<file path="config.mk">
export PLATFORM = sky130hd
export DESIGN_NAME = gpio_input_conditioner
export DESIGN_NICKNAME = d
export VERILOG_FILES = /design/src/rtl/gpio_cond_pkg.sv /design/src/rtl/gpio_pin_filter.sv /design/src/rtl/gpio_input_conditioner.sv
export SDC_FILE = /design/constraint.sdc
export NUM_CORES = 1
export LEC_CHECK = 0
export CAP_MARGIN = 20
export CELL_PAD_IN_SITES_DETAIL_PLACEMENT = 2
export CELL_PAD_IN_SITES_GLOBAL_PLACEMENT = 2
export CORE_MARGIN = 2
export CORE_UTILIZATION = 38
export DETAILED_ROUTE_END_ITERATION = 12
export PLACE_DENSITY = 0.92
export SLEW_MARGIN = 20
export SYNTH_ARGS = -nofsm -noshare
export SYNTH_HDL_FRONTEND = slang
export SYNTH_SLANG_ARGS = --single-unit
</file>
<file path="constraint.sdc">
create_clock -name HCLK -period 4.62 [get_ports HCLK]
set_input_delay 0.693 -clock HCLK [delete_from_list [all_inputs] [get_ports HCLK]]
set_output_delay 0.693 -clock HCLK [all_outputs]
set_load 0.03 [all_outputs]
</file>
<file path="src/rtl/gpio_cond_pkg.sv">
// gpio_cond_pkg: shared widths and types for the GPIO input conditioner
package gpio_cond_pkg;
  localparam int GPIO_PORTWIDTH = 16;
  localparam int GPIO_CNT_W = 8;
  localparam int GPIO_PRE_W = 16;
  typedef logic [GPIO_CNT_W-1:0] db_cnt_t;
endpackage

</file>
<file path="src/rtl/gpio_pin_filter.sv">
// gpio_pin_filter: per-pin synchroniser plus tick-sampled debounce filter
module gpio_pin_filter
  import gpio_cond_pkg::*;
#(
  parameter int SYNC_STAGES = 2,
  parameter int CNT_W = GPIO_CNT_W,
  parameter logic RESET_BIT = 1'b0
) (
  input  logic             HCLK,
  input  logic             HRESETn,
  input  logic             pad,
  input  logic             tick,
  input  logic             dben,
  input  logic             mask,
  input  logic [CNT_W-1:0] thresh,
  output logic             filt
);
  logic [SYNC_STAGES-1:0] sync_q;
  logic [CNT_W-1:0] cnt;
  logic [CNT_W:0] nxt;
  logic sync, accept;
  assign sync = sync_q[SYNC_STAGES-1];
  assign nxt = {1'b0, cnt} + (CNT_W+1)'(1);
  // a zero threshold always satisfies the compare, so it acts like one
  assign accept = nxt >= {1'b0, thresh};
  always_ff @(posedge HCLK or negedge HRESETn)
    if (!HRESETn) begin
      sync_q <= {SYNC_STAGES{RESET_BIT}};
      cnt <= '0;
      filt <= RESET_BIT;
    end else begin
      sync_q <= {sync_q[SYNC_STAGES-2:0], pad};
      if (mask || !dben) begin
        cnt <= '0;
        if (!dben) filt <= sync;
      end else if (tick) begin
        if (sync == filt) cnt <= '0;
        else if (accept) begin
          filt <= sync;
          cnt <= '0;
        end else cnt <= &cnt ? cnt : nxt[CNT_W-1:0];
      end
    end
endmodule

</file>
<file path="src/rtl/gpio_input_conditioner.sv">
// gpio_input_conditioner: pad-side PORTIN stage with sync, debounce, masking and edge pulses
module gpio_input_conditioner
  import gpio_cond_pkg::*;
#(
  parameter int PORTWIDTH = GPIO_PORTWIDTH,
  parameter int SYNC_STAGES = 2,
  parameter int CNT_W = GPIO_CNT_W,
  parameter int PRE_W = GPIO_PRE_W,
  parameter logic [PORTWIDTH-1:0] RESET_VAL = '0
) (
  input  logic                 HCLK,
  input  logic                 HRESETn,
  input  logic [PORTWIDTH-1:0] PAD_IN,
  input  logic [PORTWIDTH-1:0] PORTEN,
  input  logic [PORTWIDTH-1:0] DBEN,
  input  logic [CNT_W-1:0]     DB_THRESH,
  input  logic [PRE_W-1:0]     PRESCALE,
  output logic [PORTWIDTH-1:0] PORTIN_CLEAN,
  output logic [PORTWIDTH-1:0] RISE_PULSE,
  output logic [PORTWIDTH-1:0] FALL_PULSE,
  output logic                 TICK
);
  logic [PRE_W-1:0] pre_cnt;
  logic [PORTWIDTH-1:0] filt, prev;
  // >= compare lets a lowered PRESCALE wrap immediately instead of locking up
  assign TICK = HRESETn & (pre_cnt >= PRESCALE);
  assign PORTIN_CLEAN = filt & ~PORTEN;
  always_ff @(posedge HCLK or negedge HRESETn)
    if (!HRESETn) begin
      pre_cnt <= '0;
      prev <= RESET_VAL;
      RISE_PULSE <= '0;
      FALL_PULSE <= '0;
    end else begin
      pre_cnt <= TICK ? '0 : pre_cnt + PRE_W'(1);
      prev <= PORTIN_CLEAN;
      RISE_PULSE <= PORTIN_CLEAN & ~prev;
      FALL_PULSE <= ~PORTIN_CLEAN & prev;
    end
  for (genvar g = 0; g < PORTWIDTH; g++) begin : g_pin
    gpio_pin_filter #(
      .SYNC_STAGES(SYNC_STAGES),
      .CNT_W(CNT_W),
      .RESET_BIT(RESET_VAL[g])
    ) u_pin (
      .HCLK(HCLK),
      .HRESETn(HRESETn),
      .pad(PAD_IN[g]),
      .tick(TICK),
      .dben(DBEN[g]),
      .mask(PORTEN[g]),
      .thresh(DB_THRESH),
      .filt(filt[g])
    );
  end
endmodule

</file>
==> metrics, run 1 <==
result of the run finished clean; IR drop worst, VDD about 0.26 mV; DRC violation count after routing 0; post-route core utilization ~46%; number of iterations in the first detailed-routing pass 7; Data arrival, critical path 4.57 ns; maximum buffer depth of the clock tree 3; max cap viols 0; buffer count from post-CTS setup fixing 0; later-pin clock latency in the skew report 0.60 ns; final setup fails 0; dominant cells by area after synthesis sky130_fd_sc_hd__dfrtp_1 (38%), sky130_fd_sc_hd__ha_1 (13%), sky130_fd_sc_hd__xnor2_1 (4.1%); startpoint class of the critical path register; class of the worst hold path in -> async; minimum setup slack after placement between 0.4 and 0.5 ns; Inst Count DP about 2,300; initial antenna violation count 0; combined area of all synthesized cells about 16,000 um2; commonest non-fill, non-tap cells in the layout sky130_fd_sc_hd__dfrtp_1 (240), sky130_fd_sc_hd__ha_1 (161), sky130_fd_sc_hd__clkdlybuf4s50_1 (120); # H-tree levels 1; total die area about 43,000 um2; final period demand of the worst path just over 4 ns; via-per-instance ratio between 6 and 7; fin area ~19,000 um2; hold buffer count at CTS 0; wire length per cell after detailed routing ~28 um; NumNets Final approximately 2,000; top flip-flop cell by instance count after synthesis sky130_fd_sc_hd__dfrtp_1; global placement routability congestion approximately 0.83; actual slew at the worst max-slew pin around 1.1 ns; critical-path maximum fanout 6; CTS tree done; post-route worst hold slack between 0.06 and 0.07 ns; count of different cell masters after synthesis 63; Worst setup EP type register; count of antenna diodes in the layout 0; fin cells around 2,400; number of DRC markers after the initial detailed-route iteration approximately 950; static leakage 8.74 nW; most common library cell in the layout ignoring fill and taps sky130_fd_sc_hd__dfrtp_1; flops & latches, synth 240; total congestion overflow after global routing 0; number of failing hold endpoints at the final stage 0; smallest setup slack after layout about 0.54 ns; Sinks on Clock Net 240; overall power consumption about 6.7 mW; setup TNS after final layout 0 ns; number of buffer cells added on primary ports around 120; starting density of the core 38.4%; per-instance average area after synthesis approximately 9.5 um2; DIE HEIGHT between 200 and 250 um; clock root buffer sky130_fd_sc_hd__clkbuf_16; clock slew at reported path FFs around 0.07 ns; fraction of layout cells with a size suffix above 1 between 6 and 7%; cts repair resizes 0; detailed-placement wirelength estimate approximately 41 mm; kind of critical path reg -> reg; max-slew violation count 0; async set-or-reset flop fraction in the synthesized netlist 100%; standard-cell row count between 70 and 80; Boundary Pins ~120; peak clock frequency supported by timing between 200 and 250 MHz; total power per unit cell area ~360 nW/um2; cell taking the most area after synthesis sky130_fd_sc_hd__dfrtp_1; total via count after detailed routing between 10,000 and 15,000; number of instances in the synthesized netlist about 1,600; core footprint between 40,000 and 50,000 um2; area grow syn2layout 20.3%; relative max-transition margin between 20% and 30%; global-route wire length before repair slightly above 100 mm; total placed instance area approximately 18,000 um2; horizontal die dimension roughly 210 um; Net Count, Synth about 1,900; yosys synthesis warning count 0; sequential cell area fraction in the yosys report 38.4%; RSZ-0062 raised after global routing no; number of clock buffers inserted by TritonCTS 30; post-detailed-route count of antenna-violating nets 0; CP required between 5 and 6 ns; GRT Util Overall a little under a third; fin crit share between 80% and 90%; wirelength, routed about 66 mm; top cell type's share of synthesized area 38.4%; worst clock skew on the final layout 0.0191 ns; pin count of the biggest net entering global routing 86; number of enable flip-flop cells after synthesis 0; number of global-route vias before repair approximately 17,000
power breakdown:
| part | leakage (nW) | switching, mW | internal, mW |
|---|---|---|---|
| clock | 0.516 | 1.07 | 1.58 |
| combinational | 5.06 | 1.02 | 0.562 |
| sequential | 3.17 | 0.189 | 2.27 |
| total | 8.74 | 2.29 | 4.41 |
flip-flops by register name (all words and copies together) (netlist names):
name and flops:
prev 16, g_pin.u_pin.cnt 128, g_pin.u_pin.filt 16, RISE_PULSE 16, pre_cnt 16, FALL_PULSE 16
g_pin.u_pin.sync_q 32
Yosys cell counts, drive strengths merged (45+ instances only):
| cell | instances |
|---|---|
| nand2b | 63 |
| o211ai | 50 |
| xnor2 | 73 |
| o21ai | 83 |
| nand3 | 104 |
| nand4 | 59 |
| inv | 114 |
| ha | 161 |
| nor2 | 91 |
| dfrtp | 240 |
| xor2 | 45 |
| nand2 | 87 |
critical path, cell delays in order (launching register included):
cell	delay, ns
sky130_fd_sc_hd__dfrtp_1	0.49
sky130_fd_sc_hd__ha_1	0.30
sky130_fd_sc_hd__nand3_1	0.22
sky130_fd_sc_hd__nor2_1	0.31
sky130_fd_sc_hd__xor2_1	0.21
sky130_fd_sc_hd__ha_1	0.28
sky130_fd_sc_hd__and3_1	0.22
sky130_fd_sc_hd__a221o_1	0.40
sky130_fd_sc_hd__a311o_1	0.35
sky130_fd_sc_hd__nor3_1	0.73
sky130_fd_sc_hd__nand2_1	0.19
sky130_fd_sc_hd__mux2i_1	0.27
final timing paths:
| check | startpoint | endpoint | slack (ns) | cells after the start |
|---|---|---|---|---|
| min in group HCLK | g_pin[0].u_pin.sync_q[0] | g_pin[0].u_pin.sync_q[1] | 0.35 | 0 |
| setup reg to reg | g_pin[4].u_pin.cnt[0] | g_pin[4].u_pin.cnt[1] | 0.54 | 11 |
| max in group asynchronous | HRESETn | g_pin[10].u_pin.sync_q[1] | 3.26 | 2 |
| hold / removal | HRESETn | prev[6] | 0.07 | 1 |
| hold reg to reg | g_pin[0].u_pin.sync_q[0] | g_pin[0].u_pin.sync_q[1] | 0.35 | 0 |
| setup / recovery | g_pin[4].u_pin.cnt[0] | g_pin[4].u_pin.cnt[1] | 0.54 | 11 |
cell type report:
type / instances / area, um2
clock buffer: 45 / 908
multi-input combinational: 1262 / 9140
fill: 4268 / 21900
inverter: 115 / 432
sequential: 240 / 6010
tap: 532 / 666
timing repair buffer: 157 / 1510
clock inverter: 11 / 169
layer usage:
metal | wire length (um) | track usage (%)
met5 | 0 | 0
met3 | 3600 | 4.58
met4 | 3770 | 17.4
met1 | 25400 | 35.9
met2 | 33300 | 55.1
kinds of logic (layout without fill, tap and decap cells):
family	Yosys count	count (layout)	synth area share, %
simple gates	619	619	21.4
compound gates	332	332	15.3
flops	240	240	38.4
fa+ha+maj	161	161	12.9
buf+inv	139	328	3.36
xor+xnor	118	118	6.60
mux	32	32	2.13
Note: power is estimated with default switching activity, not from simulation.
==> run 2, diff against run 1 <==
--- a/config.mk
+++ b/config.mk
@@ -5,11 +5,12 @@
 export SDC_FILE = /design/constraint.sdc
 export NUM_CORES = 1
 export LEC_CHECK = 0
+export ABC_AREA = 1
 export CAP_MARGIN = 20
 export CELL_PAD_IN_SITES_DETAIL_PLACEMENT = 2
 export CELL_PAD_IN_SITES_GLOBAL_PLACEMENT = 2
 export CORE_MARGIN = 2
-export CORE_UTILIZATION = 38
+export CORE_UTILIZATION = 35
 export DETAILED_ROUTE_END_ITERATION = 12
 export PLACE_DENSITY = 0.92
 export SLEW_MARGIN = 20
==> run 2 against run 1 <==
  * Clock skew up 0.0027 ns
  * Largest cell class unchanged
  * Sequential power fell by 4%
  * Cell area decreased by 0.81%
  * Fmax increased by 18%
  * Synthesized cell count is 24% higher
  * Clock power down 8.3%
  * Via count up 0.54%
  * Sequential cell count stayed put
  * Power down 10%
  * Cell count increased by 18%
==> metrics, run 2 <==
result of the run finished clean; IR drop worst, VDD 0.232 mV; pin count of the biggest net entering global routing 100; DRC violation count after routing 0; number of clock buffers inserted by TritonCTS 29; async set-or-reset flop fraction in the synthesized netlist between 90% and 100%; critical-path maximum fanout 7; DIE HEIGHT ~220 um; clock slew at reported path FFs roughly 0.06 ns; max cap viols 0; met2 routed WL 30.9 mm; startpoint class of the critical path register; number of buffer cells added on primary ports approximately 120; total power per unit cell area 321 nW/um2; sequential cell area fraction in the yosys report between 30% and 40%; Largest Register g_pin.u_pin.cnt; switching power of the nets around 1.9 mW; total die area approximately 47,000 um2; cell taking the most area after synthesis sky130_fd_sc_hd__dfrtp_1; setup TNS after final layout 0 ns; leading registers by flop count g_pin.u_pin.cnt x128, g_pin.u_pin.sync_q x32; CTS tree done; total congestion overflow after global routing 0; internal power between 4 and 5 mW; worst clock skew on the final layout roughly 0.022 ns; number of DRC markers after the initial detailed-route iteration ~570; starting density of the core approximately 35%; Worst setup EP type register; kind of critical path reg -> reg; relative max-transition margin about 29%; detailed-placement wirelength estimate 39.5 mm; switching share of power between 30% and 40%; number of iterations in the first detailed-routing pass 5; hold buffer count at CTS 0; RSZ-0062 raised after global routing no; number of instances in the synthesized netlist 2,029; combined area of all synthesized cells ~16,000 um2; fin area 18,700 um2; number of enable flip-flop cells after synthesis 0; Boundary Pins 123; later-pin clock latency in the skew report about 0.60 ns; wirelength, routed ~60 mm; uppermost layer routed met4; flops & latches, synth 240; wire length per cell after detailed routing between 20 and 25 um; proportion of power drawn by the clock network between 40% and 50%; CP required 5.15 ns; Met1 Routed Length between 20 and 25 mm; post-detailed-route count of antenna-violating nets 0; commonest non-fill, non-tap cells in the layout sky130_fd_sc_hd__nand2_1 (628), sky130_fd_sc_hd__dfrtp_1 (240), sky130_fd_sc_hd__inv_1 (231); most common library cell in the layout ignoring fill and taps sky130_fd_sc_hd__nand2_1; core footprint 44,200 um2; global placement routability congestion roughly 0.81; buffer count from post-CTS setup fixing 0; class of the worst hold path in -> async; total via count after detailed routing around 15,000; Sinks on Clock Net 240; area grow syn2layout 19.1%; maximum buffer depth of the clock tree 3; fraction of layout cells with a size suffix above 1 slightly below 6%; # H-tree levels 1; top flip-flop cell by instance count after synthesis sky130_fd_sc_hd__dfrtp_1; Data arrival, critical path 3.98 ns; peak clock frequency supported by timing around 290 MHz; static leakage around 9.9 nW; initial antenna violation count 1; sequential fraction of design power ~40%; proportion of power drawn by combinational gates roughly a fifth; top cell type's share of synthesized area a little under two fifths; horizontal die dimension approximately 220 um; clock root buffer sky130_fd_sc_hd__clkbuf_16; dominant cell by count in the synthesized netlist sky130_fd_sc_hd__nand2_1; count of different cell masters after synthesis 41; leading post-synthesis cells by instance count sky130_fd_sc_hd__nand2_1 (628), sky130_fd_sc_hd__dfrtp_1 (240), sky130_fd_sc_hd__inv_1 (231), sky130_fd_sc_hd__nor2_1 (199), sky130_fd_sc_hd__ha_1 (161); actual slew at the worst max-slew pin around 1.1 ns; yosys synthesis warning count 0; cts repair resizes 0; fin crit share roughly 75%; global-route wire length before repair 97.4 mm; GRT Util Overall ~26%; final period demand of the worst path approximately 3.5 ns; max-slew violation count 0; per-instance average area after synthesis approximately 7.7 um2; via-per-instance ratio around 5.3; final setup fails 0; max FFs per register 128; Net Count, Synth 2,264; dominant cells by area after synthesis sky130_fd_sc_hd__dfrtp_1 (38%), sky130_fd_sc_hd__nand2_1 (15%), sky130_fd_sc_hd__ha_1 (13%); Routed met3 length around 2.3 mm; number of global-route vias before repair 17,700; count of antenna diodes in the layout 0; total placed instance area ~18,000 um2; NumNets Final around 2,400; number of failing hold endpoints at the final stage 0; standard-cell row count 77
-- run 2: changes by cell type after synthesis, sizes merged, moves of 23 or more --
| cell | previous run | this run |
|---|---|---|
| a21boi | 1 | 33 |
| a21oi | 35 | 92 |
| nand2 | 87 | 636 |
| and3 | 43 | 7 |
| inv | 114 | 238 |
| o211ai | 50 | 2 |
| nor2 | 91 | 226 |
| a21o | 25 | 2 |
| nor2b | 32 | 0 |
| o21ai | 83 | 23 |
| nand2b | 63 | 0 |
| and2 | 31 | 3 |
| xnor2 | 73 | 30 |
-- run 2: critical path, cell delays in order, from the launching register on --
cell and delay [ns]:
sky130_fd_sc_hd__dfrtp_1 0.45, sky130_fd_sc_hd__nand3_1 0.16, sky130_fd_sc_hd__nor2_1 0.29, sky130_fd_sc_hd__inv_1 0.14, sky130_fd_sc_hd__nor3b_1 0.28, sky130_fd_sc_hd__xor2_1 0.36, sky130_fd_sc_hd__inv_1 0.11, sky130_fd_sc_hd__ha_1 0.34
sky130_fd_sc_hd__nand2_1 0.15, sky130_fd_sc_hd__o21ai_0 0.10, sky130_fd_sc_hd__nor2_1 0.12, sky130_fd_sc_hd__nand4_1 0.34, sky130_fd_sc_hd__nor2_4 0.35, sky130_fd_sc_hd__nand2_1 0.10, sky130_fd_sc_hd__nand2_1 0.10
-- run 2: per-stage QoR --
stage	total power [mW]	worst slack, ns	std cells	hold WS (ns)	util [%]
after global routing	6.26	1.06	2795	0.0411	42.2
after detailed placement	3.57	1.09	2750	0.336	40.1
after CTS	6.06	1.26	2795	0.0294	42.2
final	5.99	1.17	2795	0.0240	42.2
after global placement	3.45	1.26	2750	0.333	40.1
after floorplan	3.04	1.86	2029	0.331	-
-- run 2: power groups by stage --
| stage | clock network [mW] | logic, mW | registers, mW |
|---|---|---|---|
| finish | 2.43 | 1.19 | 2.37 |
| global placement | 0 | 1.06 | 2.39 |
| detailed placement | 0 | 1.17 | 2.40 |
| CTS | 2.48 | 1.21 | 2.37 |
| floorplan | 0 | 0.634 | 2.41 |
| global route | 2.55 | 1.32 | 2.39 |
-- run 2: path summary, 6_finish.rpt --
| check | end | slack [ns] | cells after the start | start |
|---|---|---|---|---|
| max in group asynchronous | pre_cnt[6] | 3.47 | 2 | HRESETn |
| min in group HCLK | g_pin[2].u_pin.sync_q[1] | 0.35 | 0 | g_pin[2].u_pin.sync_q[0] |
| max reg2reg | g_pin[9].u_pin.cnt[2] | 1.17 | 14 | g_pin[9].u_pin.cnt[2] |
| min reg2reg | g_pin[2].u_pin.sync_q[1] | 0.35 | 0 | g_pin[2].u_pin.sync_q[0] |
| min | g_pin[1].u_pin.cnt[1] | 0.02 | 1 | HRESETn |
| max | g_pin[9].u_pin.cnt[2] | 1.17 | 14 | g_pin[9].u_pin.cnt[2] |
-- run 2: cell type report --
class | count | area, um2
Fill cell | 5033 | 25500
Multi-Input combinational cell | 1537 | 8680
Sequential cell | 240 | 6010
Timing Repair Buffer | 143 | 1390
Inverter | 238 | 896
Clock buffer | 36 | 802
Tap cell | 592 | 741
Clock inverter | 9 | 154
-- run 2: logic make-up (layout without fill, tap and decap cells) --
group / after synthesis / in the layout / share of synthesized area, %
AO/OA/AOI/OAI: 180 / 180 / 6.96
XOR/XNOR: 95 / 95 / 5.31
adder cells (fa/ha/maj): 161 / 161 / 12.8
buffers and inverters: 252 / 426 / 6.32
flip-flops: 240 / 240 / 38.3
AND/OR/NAND/NOR: 1101 / 1101 / 30.3
-- run 2: routing by layer --
layer  GRT usage (%)  vias to the layer above
li1                -                     6848
met3            4.13                      159
met5               0                        -
met2            47.3                      311
met1            30.1                     7616
met4            10.6                        0
